==> config.mk <==
export PLATFORM = sky130hd
export DESIGN_NAME = key_display_mux_flat
export DESIGN_NICKNAME = d
export VERILOG_FILES = /design/src/rtl/key_display_if.sv /design/src/rtl/key_display_mux.sv /design/src/flat_wrapper.sv
export SDC_FILE = /design/constraint.sdc
export NUM_CORES = 1
export LEC_CHECK = 0
export BUFFER_PORTS_ARGS = -buffer_cell sky130_fd_sc_hd__buf_2
export CAP_MARGIN = 20
export CELL_PAD_IN_SITES_DETAIL_PLACEMENT = 1
export CELL_PAD_IN_SITES_GLOBAL_PLACEMENT = 1
export CORE_UTILIZATION = 48
export DETAILED_ROUTE_END_ITERATION = 12
export GPL_TIMING_DRIVEN = 0
export PLACE_DENSITY_LB_ADDON = 0.1
export SYNTH_ARGS = -nofsm -noshare
export SYNTH_HDL_FRONTEND = slang
export SYNTH_SLANG_ARGS = --single-unit
==> constraint.sdc <==
create_clock -name clk -period 4.5 [get_ports clk]
set_input_delay 1.35 -clock clk [delete_from_list [all_inputs] [get_ports clk]]
set_output_delay 1.35 -clock clk [all_outputs]
set_load 0.02 [all_outputs]
==> src/rtl/key_display_if.sv <==
// Key/display bus: the scan-code byte stream in, the multiplexed 7-segment drive out.
interface key_display_if #(
   parameter int unsigned NUM_DIGITS = 4
);
   logic [7:0]            data;
   logic                  valid;
   logic [6:0]            segments;
   logic [NUM_DIGITS-1:0] anodes;
   logic [3:0]            count;

   modport master (output data, valid, input segments, anodes, count);
   modport slave  (input data, valid, output segments, anodes, count);
endinterface

==> src/rtl/key_display_mux.sv <==
// PS/2 scan-code parser feeding a shift-in digit buffer on a scanned 7-segment display.
// Optional feature: define KEYDISP_BACKSPACE_EN to make scan code 0x66 erase the newest digit.
module key_display_mux #(
   parameter int unsigned NUM_DIGITS   = 4,
   parameter int unsigned REFRESH_BITS = 16
) (
   input  logic          clk,
   input  logic          reset,
   key_display_if.slave  bus
);
   localparam int unsigned IDX_W = (NUM_DIGITS > 1) ? $clog2(NUM_DIGITS) : 1;
   localparam logic [6:0]  BLANK = 7'b111_1111;
   localparam logic [6:0]  DASH  = 7'b011_1111;

   typedef enum logic [1:0] {IDLE, EXT, BREAK} state_t;

   state_t                  state_q, state_n;
   logic                    push_c, bksp_c;
   logic [6:0]              pattern_c;
   logic [6:0]              digit_q [NUM_DIGITS];
   logic [6:0]              digit_n [NUM_DIGITS];
   logic [3:0]              count_q, count_n;
   logic [REFRESH_BITS-1:0] presc_q;
   logic [IDX_W-1:0]        idx_q, idx_n;

   // Parser state register
   always_ff @(posedge clk) begin
      if (reset) state_q <= IDLE;
      else       state_q <= state_n;
   end

   // Parser next state: make codes push, release and extended prefixes swallow the next byte
   always_comb begin
      state_n = state_q;
      push_c  = 1'b0;
      bksp_c  = 1'b0;
      if (bus.valid) begin
         case (state_q)
            IDLE: begin
               if (bus.data == 8'hF0)      state_n = BREAK;
               else if (bus.data == 8'hE0) state_n = EXT;
`ifdef KEYDISP_BACKSPACE_EN
               else if (bus.data == 8'h66) bksp_c  = 1'b1;
`endif
               else                        push_c  = 1'b1;
            end
            EXT:     state_n = (bus.data == 8'hF0) ? BREAK : IDLE;
            BREAK:   state_n = IDLE;
            default: state_n = IDLE;
         endcase
      end
   end

   // Scan code to active-low gfe_dcba pattern
   always_comb begin
      case (bus.data)
         8'h1D:   pattern_c = 7'b100_0001;
         8'h1C:   pattern_c = 7'b000_1000;
         8'h2C:   pattern_c = 7'b000_0111;
         8'h24:   pattern_c = 7'b000_0110;
         8'h2D:   pattern_c = 7'b010_1111;
         8'h23:   pattern_c = 7'b010_0001;
         8'h2B:   pattern_c = 7'b000_1110;
         8'h34:   pattern_c = 7'b100_0010;
         8'h1B:   pattern_c = 7'b001_0010;
         8'h45:   pattern_c = 7'b100_0000;
         8'h16:   pattern_c = 7'b111_1001;
         8'h1E:   pattern_c = 7'b010_0100;
         8'h26:   pattern_c = 7'b011_0000;
         8'h25:   pattern_c = 7'b001_1001;
         8'h2E:   pattern_c = 7'b001_0010;
         8'h36:   pattern_c = 7'b000_0010;
         8'h3D:   pattern_c = 7'b111_1000;
         8'h3E:   pattern_c = 7'b000_0000;
         8'h46:   pattern_c = 7'b001_0000;
         default: pattern_c = DASH;
      endcase
   end

   // Next buffer contents and occupancy: push shifts toward the MSB digit, backspace the other way
   always_comb begin
      for (int i = 0; i < int'(NUM_DIGITS); i++) digit_n[i] = digit_q[i];
      count_n = count_q;
      if (push_c) begin
         for (int i = int'(NUM_DIGITS) - 1; i > 0; i--) digit_n[i] = digit_q[i-1];
         digit_n[0] = pattern_c;
         if (count_q < 4'(NUM_DIGITS)) count_n = count_q + 4'd1;
      end else if (bksp_c) begin
         for (int i = 0; i < int'(NUM_DIGITS) - 1; i++) digit_n[i] = digit_q[i+1];
         digit_n[NUM_DIGITS-1] = BLANK;
         if (count_q != 4'd0) count_n = count_q - 4'd1;
      end
   end

   // Scan index advances whenever the prescaler is about to wrap
   always_comb begin
      idx_n = idx_q;
      if (&presc_q) begin
         if (idx_q == IDX_W'(NUM_DIGITS - 1)) idx_n = '0;
         else                                 idx_n = idx_q + IDX_W'(1);
      end
   end

   // Buffer, refresh counters and registered display drive (drive follows the next-state values
   // so segments/anodes change in the same cycle as idx and the digits)
   always_ff @(posedge clk) begin
      if (reset) begin
         for (int i = 0; i < int'(NUM_DIGITS); i++) digit_q[i] <= BLANK;
         count_q      <= 4'd0;
         presc_q      <= '0;
         idx_q        <= '0;
         bus.count    <= 4'd0;
         bus.segments <= BLANK;
         bus.anodes   <= ~NUM_DIGITS'(1);
      end else begin
         for (int i = 0; i < int'(NUM_DIGITS); i++) digit_q[i] <= digit_n[i];
         count_q      <= count_n;
         presc_q      <= presc_q + REFRESH_BITS'(1);
         idx_q        <= idx_n;
         bus.count    <= count_n;
         bus.segments <= digit_n[idx_n];
         bus.anodes   <= ~(NUM_DIGITS'(1) << idx_n);
      end
   end
endmodule

==> src/flat_wrapper.sv <==
// flat-port wrapper written by rule: the top's interface ports become plain ports
module key_display_mux_flat 
#(
   parameter int unsigned NUM_DIGITS   = 4,
   parameter int unsigned REFRESH_BITS = 16
)
  (clk, reset, bus_data, bus_valid, bus_segments, bus_anodes, bus_count);
  key_display_if #(.NUM_DIGITS(NUM_DIGITS)) bus_i ();
  input  logic clk;
  input  logic reset;
  input wire logic [$bits(bus_i.data)-1:0] bus_data;
  input wire logic [$bits(bus_i.valid)-1:0] bus_valid;
  output wire logic [$bits(bus_i.segments)-1:0] bus_segments;
  output wire logic [$bits(bus_i.anodes)-1:0] bus_anodes;
  output wire logic [$bits(bus_i.count)-1:0] bus_count;
  assign bus_i.data = bus_data;
  assign bus_i.valid = bus_valid;
  assign bus_segments = bus_i.segments;
  assign bus_anodes = bus_i.anodes;
  assign bus_count = bus_i.count;
  key_display_mux #(.NUM_DIGITS(NUM_DIGITS), .REFRESH_BITS(REFRESH_BITS)) u_core (.clk(clk), .reset(reset), .bus(bus_i));
endmodule
==> results of run 1 <==
registers in the layout, summed over array words and instances, names as in the netlist:
register,flops
u_core.bus.anodes,4
u_core.bus.count,4
u_core.bus.segments,7
u_core.digit_q,28
u_core.idx_q,2
u_core.presc_q,16
u_core.state_q,2
cell type report:
class	instances	area (sq um)	share of cell area [%]
Buffer	25	113.9	3.211
Clock buffer	13	158.9	4.481
Clock inverter	3	17.52	0.4940
Inverter	7	26.28	0.7410
Multi-Input combinational cell	292	1757	49.54
Sequential cell	63	1261	35.57
Tap cell	77	96.34	2.717
Timing Repair Buffer	23	115.1	3.246
cell families (layout without fill, tap and decap cells):
logic type	count (synthesis)	in the layout	synth area share [%]
AND/OR/NAND/NOR	192	192	30.71
AO/OA/AOI/OAI	77	77	17.99
flip-flops	63	63	39.94
buffers and inverters	32	71	4.438
XOR/XNOR	16	16	4.438
multiplexers	4	4	1.307
adder cells (fa/ha/maj)	3	3	1.189
layout by cell type (no fill, tap or decap), types with 4 or more instances in the layout:
cell type	instances
sky130_fd_sc_hd__o211ai_1	5
sky130_fd_sc_hd__nand3_1	26
sky130_fd_sc_hd__clkbuf_1	19
sky130_fd_sc_hd__and3_1	6
sky130_fd_sc_hd__nand2_1	53
sky130_fd_sc_hd__xor2_1	8
sky130_fd_sc_hd__a21boi_0	5
sky130_fd_sc_hd__a221o_1	4
sky130_fd_sc_hd__a21oi_1	14
sky130_fd_sc_hd__xnor2_1	8
sky130_fd_sc_hd__nor2_1	48
sky130_fd_sc_hd__inv_1	7
sky130_fd_sc_hd__a32o_1	5
sky130_fd_sc_hd__clkbuf_8	11
sky130_fd_sc_hd__o21ai_0	16
sky130_fd_sc_hd__nor3_1	14
sky130_fd_sc_hd__buf_2	27
sky130_fd_sc_hd__dfxtp_1	63
sky130_fd_sc_hd__nand2b_1	8
sky130_fd_sc_hd__nor2b_1	6
power by group:
| group | switching, mW | internal, mW |
|---|---|---|
| registers | 0.0119 | 0.575 |
| clock network | 0.223 | 0.228 |
| logic | 0.0795 | 0.0452 |
worst register-to-register path, delay by kind of cell (launching register included):
| kind | cells | cell delay (ns) |
|---|---|---|
| buf+inv | 1 | 0.25 |
| flops | 1 | 0.38 |
| mux | 1 | 0.40 |
| simple gates | 3 | 0.74 |
| fa+ha+maj | 1 | 0.20 |
| compound gates | 2 | 0.59 |
worst paths after layout:
kind	startpoint	end	cells after the start
setup / recovery	bus_data[1]	u_core.bus.segments[0]	8
hold / removal	u_core.presc_q[0]	u_core.presc_q[0]	1
setup reg to reg	u_core.presc_q[0]	u_core.bus.segments[0]	8
hold reg to reg	u_core.presc_q[0]	u_core.presc_q[0]	1
per-stage QoR:
step	instances	hold slack, ns	power [mW]	setup WS [ns]
finish	503	0.4744	1.163	1.155
global placement	487	0.4402	0.7167	0.9476
global route	503	0.4882	1.206	1.068
detailed placement	487	0.4573	0.7222	0.8741
floorplan	387	0.4295	0.6813	1.273
CTS	503	0.4776	1.168	1.210
layer usage:
metal / wire (um) / part of all wire [%] / GRT usage, %
met1: 4111 / 45 / 34.97
met2: 4528 / 50 / 48.14
met3: 291 / 3.2 / 5.169
met4: 211 / 2.3 / 10.82
met5: 0 / 0 / 0
==> Flow_metrics.wiki, run 1 <==
{| class="wikitable"
! Metric !! Value
|-
| Global-route wire length before repair || 15.44 mm
|-
| Leakage power summed over all cells || 1.398 nW
|-
| DP Wirelength || 6.521 mm
|-
| # hold bufs at CTS || 0
|-
| Number of antenna cells inserted || 0
|-
| Synth Instances || 387
|-
| Violation count after the first detailed-routing iteration || 159
|-
| Largest fanout on the critical path || 10
|-
| H-tree depth || 3
|-
| Number of buffers and inverters on the critical path || 2
|-
| Worst ir drop on vdd || 0.2016 mV
|-
| Insertion delay to the later sink of the worst-skew pair || 0.35 ns
|-
| Number of cell rows || 29
|-
| Number of max-slew violations in the final report || 0
|-
| Deepest clock path buffer count || 2
|-
| Synthesized area per cell || 8.160 sq um
|-
| Top FF cell, synth || sky130_fd_sc_hd__dfxtp_1
|-
| Share of Yosys cell area claimed by the top area cell type || 39.94%
|-
| Data arrival time of the critical path || 3.53 ns
|-
| Initial Util || 49.73%
|-
| TritonCTS clock tree || built
|-
| Worst path slowest cell || sky130_fd_sc_hd__or4b_4
|-
| Setup repair after global routing missed its margin || false
|-
| Final Setup Violations || 0
|-
| Number of instances resized during post-cts repair || 0
|-
| Num Clock Sinks || 63
|-
| Final period utilization || 74.34%
|-
| Design area || 3546 sq um
|-
| Share of the core filled with cells || 55.84%
|-
| Final routed wirelength across all metal layers || 9.141 mm
|-
| Launching element type of the critical path || primary input
|-
| Worst Tran Pin Value || 0.5529 ns
|-
| Critical path class || in2reg
|-
| Top post-synthesis cells by count || sky130_fd_sc_hd__dfxtp_1, sky130_fd_sc_hd__nand2_1, sky130_fd_sc_hd__nor2_1, sky130_fd_sc_hd__nand3_1, sky130_fd_sc_hd__clkbuf_1
|-
| Number of distinct standard cells referenced by the synthesized netlist || 62
|-
| Element type at the critical path end || flop
|-
| Number of vias per cell after detailed routing || 6.056
|-
| Most used standard cell by instance count after synthesis || sky130_fd_sc_hd__dfxtp_1
|-
| RD Place Congestion || 0.8520
|-
| Post-DP Area || 3369 sq um
|-
| Root buf cell || sky130_fd_sc_hd__clkbuf_8
|-
| Max-slew headroom || 62.08%
|-
| Critical Path RT || 4.69 ns
|-
| Post-synth EDFFs || 0
|-
| Synth warnings || 0
|-
| Sum of negative setup slack || 0 ns
|-
| Die footprint || 6907 sq um
|-
| Post-CTS setup-driven buffer insertion count || 0
|-
| Vias in the first global route || 3,165
|-
| Maximum single-stage delay on the critical path || 0.58 ns
|-
| Dominant cell type by area after synthesis || sky130_fd_sc_hd__dfxtp_1
|-
| Skew final || 0.005480 ns
|-
| Post-synthesis net count || 401
|-
| Number of clock buffers inserted by TritonCTS || 9
|-
| Family with the most delay on the worst path || compound AO/OA/AOI/OAI gates
|-
| Fillers || 816
|-
| Pin count of the biggest net entering global routing || 11
|-
| Die extent in x || 83.11 um
|-
| Top cells by area in the synthesized netlist || sky130_fd_sc_hd__dfxtp_1, sky130_fd_sc_hd__nand2_1, sky130_fd_sc_hd__nor2_1, sky130_fd_sc_hd__nand3_1, sky130_fd_sc_hd__o21ai_0
|-
| Floorplan Core Area || 6350 sq um
|-
| Layout overhead on the synthesized area || 12.28%
|-
| Final-stage net count || 435
|-
| Final Hold Fails || 0
|-
| Outcome || finished, final reports clean
|-
| Antenna violations before repair || 0
|-
| Boundary Pins || 26
|-
| FF-to-FF setup slack || 1.81 ns
|-
| Via count || 3,046
|-
| Total iterations of the first detailed-routing run || 7
|-
| Shortest period the worst path allows || 3.345 ns
|-
| Path type of the worst min-delay path || reg2reg
|-
| CP Cell Sequence || buf_2 -> or4b_4 -> o211a_1 -> nand2_1 -> o221ai_2 -> buf_6 -> a222oi_1 -> o32ai_1
|-
| Die Height || 83.11 um
|-
| Proportion of layout cells with a drive suffix above 1 || 12.44%
|-
| Number of storage elements in the synthesis netlist || 63
|-
| P per Cell Area || 328.0 nW/um^2
|-
| Port-buffer cells || 23
|-
| Post-route DRC || 0
|-
| Max-cap check violation count || 0
|-
| Max Freq || 0.2989 GHz
|-
| Detailed-route wire length per cell || 18.17 um
|-
| Register clock-pin slew on the reported worst setup and hold paths || 0.06 ns
|-
| Number of routed nets with antenna violations || 0
|-
| Synth Cell Area || 3158 sq um
|-
| Total routing usage reported by global routing || 28.10%
|-
| Sequential fraction of the synthesis area || 39.94%
|-
| Overflow left after global routing || 0
|-
| Share of flip-flops with an asynchronous set or reset || 0%
|}
Note: power is estimated with default switching activity, not from simulation.
==> inputs of run 2 (changes only) <==
Settings changed: CORE_UTILIZATION 48 to 45.
Clock period 4.5 ns to 3.3 ns, I/O delays scaled along.
==> run 2 against run 1 <==
Net effect: register-to-register slack got worse by 1.2 ns; hold slack got worse by 0.011 ns; utilization fell by 2.6 points; critical path type unchanged; critical path depth unchanged; setup slack got worse by 0.72 ns; first-iteration DRC count grew 0.63%; non-clock buffer count unchanged; die area up 6.5%; largest cell class unchanged.
==> Flow_metrics.wiki, run 2 (synthesis results as in run 1) <==
{| class="wikitable"
! Metric !! Value
|-
| Port-buffer cells || 23
|-
| Total routing usage reported by global routing || 26.08%
|-
| Number of vias per cell after detailed routing || 5.770
|-
| Final-stage net count || 435
|-
| Number of max-slew violations in the final report || 0
|-
| Commonest cells after routing, fill and taps aside || sky130_fd_sc_hd__dfxtp_1, sky130_fd_sc_hd__nand2_1, sky130_fd_sc_hd__nor2_1, sky130_fd_sc_hd__buf_2, sky130_fd_sc_hd__nand3_1
|-
| Final period utilization || 86.74%
|-
| Deepest clock path buffer count || 2
|-
| Design area || 3615 sq um
|-
| Number of clock buffers inserted by TritonCTS || 9
|-
| Shortest period the worst path allows || 2.862 ns
|-
| Vias in the first global route || 3,084
|-
| DP Wirelength || 6.333 mm
|-
| TritonCTS clock tree || built
|-
| Floorplan Core Area || 6794 sq um
|-
| Die Height || 85.77 um
|-
| Post-CTS setup-driven buffer insertion count || 0
|-
| H-tree depth || 3
|-
| Final Setup Violations || 0
|-
| Global-route wire length before repair || 14.95 mm
|-
| Overflow left after global routing || 0
|-
| Root buf cell || sky130_fd_sc_hd__clkbuf_8
|-
| Outcome || finished, final reports clean
|-
| Most common cell after layout, fill and taps aside || sky130_fd_sc_hd__dfxtp_1
|-
| Max Freq || 0.3494 GHz
|-
| RD Place Congestion || 0.8489
|-
| Post-DP Area || 3393 sq um
|-
| Setup repair after global routing missed its margin || false
|-
| Final Hold Fails || 0
|-
| Critical Path RT || 3.48 ns
|-
| Layout overhead on the synthesized area || 14.46%
|-
| Minimum setup slack in the final design || 0.4376 ns
|-
| Detailed-route wire length per cell || 16.66 um
|-
| Initial Util || 46.48%
|-
| Launching element type of the critical path || primary input
|-
| Worst Tran Pin Value || 0.5375 ns
|-
| Sum of negative setup slack || 0 ns
|-
| Skew final || 0.008239 ns
|-
| Most flops, register || u_core.digit_q
|-
| Max-slew headroom || 63.14%
|-
| Violation count after the first detailed-routing iteration || 160
|-
| Number of flip-flops in the largest register || 28
|-
| Register clock-pin slew on the reported worst setup and hold paths || 0.07 ns
|-
| Number of cell rows || 30
|-
| Post-Route Hold Slack || 0.4638 ns
|-
| CP Cell Sequence || buf_2 -> or4b_4 -> o211a_1 -> nand2_1 -> o221ai_2 -> buf_6 -> a222oi_1 -> o221ai_1
|-
| Number of standard cells in the final layout excluding fillers || 522
|-
| Family with the most delay on the worst path || compound AO/OA/AOI/OAI gates
|-
| Pin count of the biggest net entering global routing || 12
|-
| Number of routed nets with antenna violations || 0
|-
| Number of instances resized during post-cts repair || 0
|-
| Post-route DRC || 0
|-
| Antenna violations before repair || 0
|-
| Via count || 3,012
|-
| Boundary Pins || 26
|-
| Number of buffers and inverters on the critical path || 2
|-
| Number of antenna cells inserted || 0
|-
| Worst ir drop on vdd || 0.3102 mV
|-
| Leakage power summed over all cells || 1.425 nW
|-
| P per Cell Area || 475.6 nW/um^2
|-
| Largest registers || u_core.digit_q x28, u_core.presc_q x16, u_core.bus.segments x7
|-
| Max-cap check violation count || 0
|-
| Post-placement setup slack || 0.09078 ns
|-
| Insertion delay to the later sink of the worst-skew pair || 0.35 ns
|-
| Total iterations of the first detailed-routing run || 5
|-
| Critical path class || in2reg
|-
| Number of placed instances with taps included || 506
|-
| Proportion of layout cells with a drive suffix above 1 || 12.91%
|-
| Die extent in x || 85.77 um
|-
| Worst path slowest cell || sky130_fd_sc_hd__or4b_4
|-
| Path type of the worst min-delay path || reg2reg
|-
| Largest fanout on the critical path || 10
|-
| Final routed wirelength across all metal layers || 8.699 mm
|-
| Element type at the critical path end || flop
|-
| Maximum single-stage delay on the critical path || 0.55 ns
|-
| # hold bufs at CTS || 0
|-
| Data arrival time of the critical path || 3.04 ns
|-
| Num Clock Sinks || 63
|-
| Die footprint || 7356 sq um
|}
run 2: changes by cell type in the layout (fill, tap and decap cells not counted), sizes merged:
cell,change
clkbuf,-3
clkinvlp,-1
clkinv,+2
bufinv,+2
run 2: final cells by class:
type | instances | area [sq um]
repair buffers | 23 | 115.1
clock inverters | 6 | 83.83
well taps | 96 | 120.1
multi-input cells | 292 | 1757
flip-flops and latches | 63 | 1261
plain buffers | 25 | 113.9
inverters | 7 | 26.28
clock buffers | 10 | 137.6
fillers | 845 | 3179
run 2: through the flow:
step                      power [mW]  utilization, %
after detailed placement      0.9849           49.94
final                          1.719           53.20
after floorplan               0.9290               -
after global routing           1.791           53.20
after CTS                      1.741           53.20
after global placement        0.9785           49.94
run 2: path summary, 6_finish.rpt:
kind	end	depth (start not counted)	slack (ns)	from
max	u_core.bus.segments[1]	8	0.44	bus_data[0]
min	u_core.presc_q[0]	1	0.46	u_core.presc_q[0]
max reg2reg	u_core.bus.segments[0]	8	0.64	u_core.presc_q[0]
min reg2reg	u_core.presc_q[0]	1	0.46	u_core.presc_q[0]
run 2: report_power, final:
part	internal [mW]	total [mW]	switching, mW	leakage [nW]
clock	0.443	0.752	0.309	0.116
sequential	0.784	0.800	0.0160	0.514
combinational	0.0617	0.167	0.105	0.795
total	1.29	1.72	0.430	1.42
run 2: metal layers:
layer	vias up	global-route usage [%]	wire, um
li1	1449	-	-
met1	1483	32.79	3959
met2	65	43.93	4183
met3	15	5.294	374
met4	0	10.30	181
met5	-	0	0
run 2: worst reg2reg max path, cell delays in order (launching register included):
cell and delay [ns]:
sky130_fd_sc_hd__dfxtp_1 0.38, sky130_fd_sc_hd__ha_1 0.19, sky130_fd_sc_hd__and3_1 0.26, sky130_fd_sc_hd__nand4_2 0.23, sky130_fd_sc_hd__nor2_2 0.27, sky130_fd_sc_hd__mux2_2 0.42
sky130_fd_sc_hd__clkbuf_1 0.25, sky130_fd_sc_hd__o21a_1 0.25, sky130_fd_sc_hd__o32ai_1 0.29
==> inputs of run 3 (changes only) <==
Settings changed: CORE_ASPECT_RATIO set to 1.75, MAX_ROUTING_LAYER set to met4.
==> run 3 against run 2 <==
Net effect: utilization rose by 0.82 points; sequential power rose by 0.5%; total power rose by 12%; sequential share of layout area fell by 0.59 points; die area rose by 0.18%; register-to-register slack improved by 0.02 ns; wire length rose by 3.3%; combinational power barely moved; maximum frequency fell by 1.0%; critical path depth did not move; flip-flop and latch count did not move.
==> Flow_metrics.wiki, run 3 (synthesis results as in run 1) <==
{| class="wikitable"
! Metric !! Value
|-
| Leakage power summed over all cells || 1.453 nW
|-
| Post-placement setup slack || 0.08330 ns
|-
| Max Freq || 0.3458 GHz
|-
| Final routed wirelength across all metal layers || 8.989 mm
|-
| # hold bufs at CTS || 0
|-
| Number of placed instances with taps included || 494
|-
| Number of clock buffers inserted by TritonCTS || 9
|-
| Pin count of the biggest net entering global routing || 11
|-
| Die Height || 112.8 um
|-
| Via count || 2,958
|-
| Die extent in x || 65.33 um
|-
| Relative contribution of combinational cells to total power || 8.6%
|-
| Worst hold path stage count || 1
|-
| Number of routed nets with antenna violations || 0
|-
| Most flops, register || u_core.digit_q
|-
| Shortest period the worst path allows || 2.892 ns
|-
| Port-buffer cells || 23
|-
| Launching element type of the critical path || primary input
|-
| Post-CTS setup-driven buffer insertion count || 0
|-
| Layout overhead on the synthesized area || 16.44%
|-
| Worst Tran Pin Value || 0.4988 ns
|-
| Commonest cells after routing, fill and taps aside || sky130_fd_sc_hd__dfxtp_1, sky130_fd_sc_hd__nand2_1, sky130_fd_sc_hd__nor2_1, sky130_fd_sc_hd__buf_2, sky130_fd_sc_hd__nand3_1
|-
| Setup repair after global routing missed its margin || false
|-
| Overflow left after global routing || 0
|-
| Element type at the critical path end || flop
|-
| RD Place Congestion || 0.8437
|-
| Insertion delay to the later sink of the worst-skew pair || 0.34 ns
|-
| Hold endpoint || u_core.presc_q[0]
|-
| Relative contribution of the clock network to total power || 49.6%
|-
| Total iterations of the first detailed-routing run || 4
|-
| Global-route wire length before repair || 14.89 mm
|-
| P per Cell Area || 524.0 nW/um^2
|-
| Data arrival time of the critical path || 3.11 ns
|-
| Floorplan Core Area || 6807 sq um
|-
| Most common cell after layout, fill and taps aside || sky130_fd_sc_hd__dfxtp_1
|-
| Final Hold Fails || 0
|-
| Max-cap check violation count || 0
|-
| Violation count after the first detailed-routing iteration || 234
|-
| Root buf cell || sky130_fd_sc_hd__clkbuf_16
|-
| Final Setup Violations || 0
|-
| Number of instances resized during post-cts repair || 0
|-
| Minimum setup slack in the final design || 0.4084 ns
|-
| Number of cell rows || 40
|-
| Final period utilization || 87.63%
|-
| DP Wirelength || 6.775 mm
|-
| TritonCTS clock tree || built
|-
| R2r worst-path depth || 8
|-
| Number of max-slew violations in the final report || 0
|-
| Skew final || 0.006093 ns
|-
| Number of vias per cell after detailed routing || 5.811
|-
| Max-slew headroom || 65.79%
|-
| Start point of the critical path || bus_data[1]
|-
| Startpoint of the lowest-slack register-to-register path || u_core.presc_q[0]
|-
| Antenna violations before repair || 0
|-
| Power dissipated by switching net loads || 0.4601 mW
|-
| Sum of negative setup slack || 0 ns
|-
| P_int || 1.467 mW
|-
| Boundary Pins || 26
|-
| Proportion of layout cells with a drive suffix above 1 || 12.47%
|-
| Outcome || finished, final reports clean
|-
| Initial Util || 46.40%
|-
| Power share of the sequential group || 41.7%
|-
| Path type of the worst min-delay path || reg2reg
|-
| Vias in the first global route || 3,041
|-
| Deepest clock path buffer count || 2
|-
| Register clock-pin slew on the reported worst setup and hold paths || 0.05 ns
|-
| Critical Path RT || 3.52 ns
|-
| Hold path start || u_core.presc_q[0]
|-
| Final-stage net count || 435
|-
| Reg-to-reg critical path endpoint || u_core.bus.segments[0]
|-
| Number of standard cells in the final layout excluding fillers || 509
|-
| Post-route DRC || 0
|-
| Critical path class || in2reg
|-
| Switching share of power || 23.88%
|-
| Die footprint || 7370 sq um
|-
| Detailed-route wire length per cell || 17.66 um
|-
| Largest fanout on the critical path || 10
|-
| Num Clock Sinks || 63
|-
| Number of antenna cells inserted || 0
|-
| H-tree depth || 3
|-
| Worst ir drop on vdd || 0.3423 mV
|-
| Total routing usage reported by global routing || 27.47%
|-
| Largest registers || u_core.digit_q x28, u_core.presc_q x16, u_core.bus.segments x7
|-
| FF-to-FF setup slack || 0.66 ns
|-
| Number of flip-flops in the largest register || 28
|}
run 3: cell count changes in the layout (fill, tap and decap cells not counted), sizes merged:
cell | previous run | this run
clkinv | 4 | 1
clkinvlp | 0 | 1
clkbuf | 27 | 29
bufinv | 2 | 1
run 3: power groups by stage:
stage | registers [mW] | logic, mW | clock network (mW)
floorplan | 0.821 | 0.108 | 0
global placement | 0.818 | 0.161 | 0
detailed placement | 0.820 | 0.166 | 0
CTS | 0.804 | 0.168 | 0.966
global route | 0.806 | 0.184 | 1.00
finish | 0.804 | 0.167 | 0.956
run 3: area by class of cell:
| cell class | count | area [sq um] |
|---|---|---|
| fill | 851 | 3129 |
| timing repair buffer | 23 | 115.1 |
| sequential | 63 | 1261 |
| inverter | 7 | 26.28 |
| buffer | 25 | 113.9 |
| tap | 84 | 105.1 |
| clock buffer | 12 | 256.5 |
| multi-input combinational | 292 | 1757 |
| clock inverter | 3 | 42.54 |
run 3: worst max-delay path by stage:
| stage | slack [ns] | end |
|---|---|---|
| after global placement | 0.08 | u_core.bus.segments[1] |
| final | 0.41 | u_core.bus.segments[3] |
| after global routing | 0.25 | u_core.bus.segments[1] |
| after detailed placement | 0.08 | u_core.bus.segments[3] |
| after floorplan | 0.43 | u_core.bus.segments[3] |
| after CTS | 0.41 | u_core.bus.segments[1] |
run 3: through the flow:
| step | util, % | instance area, sq um | hold slack (ns) | power [mW] |
|---|---|---|---|---|
| after floorplan | - | 3158 | 0.4295 | 0.9290 |
| after global placement | 49.63 | 3378 | 0.4487 | 0.9790 |
| after detailed placement | 49.63 | 3378 | 0.4704 | 0.9857 |
| after CTS | 54.03 | 3677 | 0.4829 | 1.938 |
| after global routing | 54.03 | 3677 | 0.4952 | 1.991 |
| final | 54.03 | 3677 | 0.4799 | 1.927 |
run 3: metal layers:
metal	routed length, um	part of all wire, %	GRT usage (%)	vias to the layer above
met5	0	0	-	-
met3	230	2.6	5.746	16
met1	3431	38	27.82	1455
met4	244	2.7	11.45	0
li1	-	-	-	1443
met2	5082	57	49.48	44
run 3: worst max-delay path, stage by stage:
cell and delay [ns]:
sky130_fd_sc_hd__buf_2 0.12, sky130_fd_sc_hd__or4b_4 0.58, sky130_fd_sc_hd__o211a_1 0.33, sky130_fd_sc_hd__nand2_1 0.12, sky130_fd_sc_hd__o221ai_2 0.19, sky130_fd_sc_hd__buf_6 0.20, sky130_fd_sc_hd__a221o_1 0.36, sky130_fd_sc_hd__a32o_1 0.22
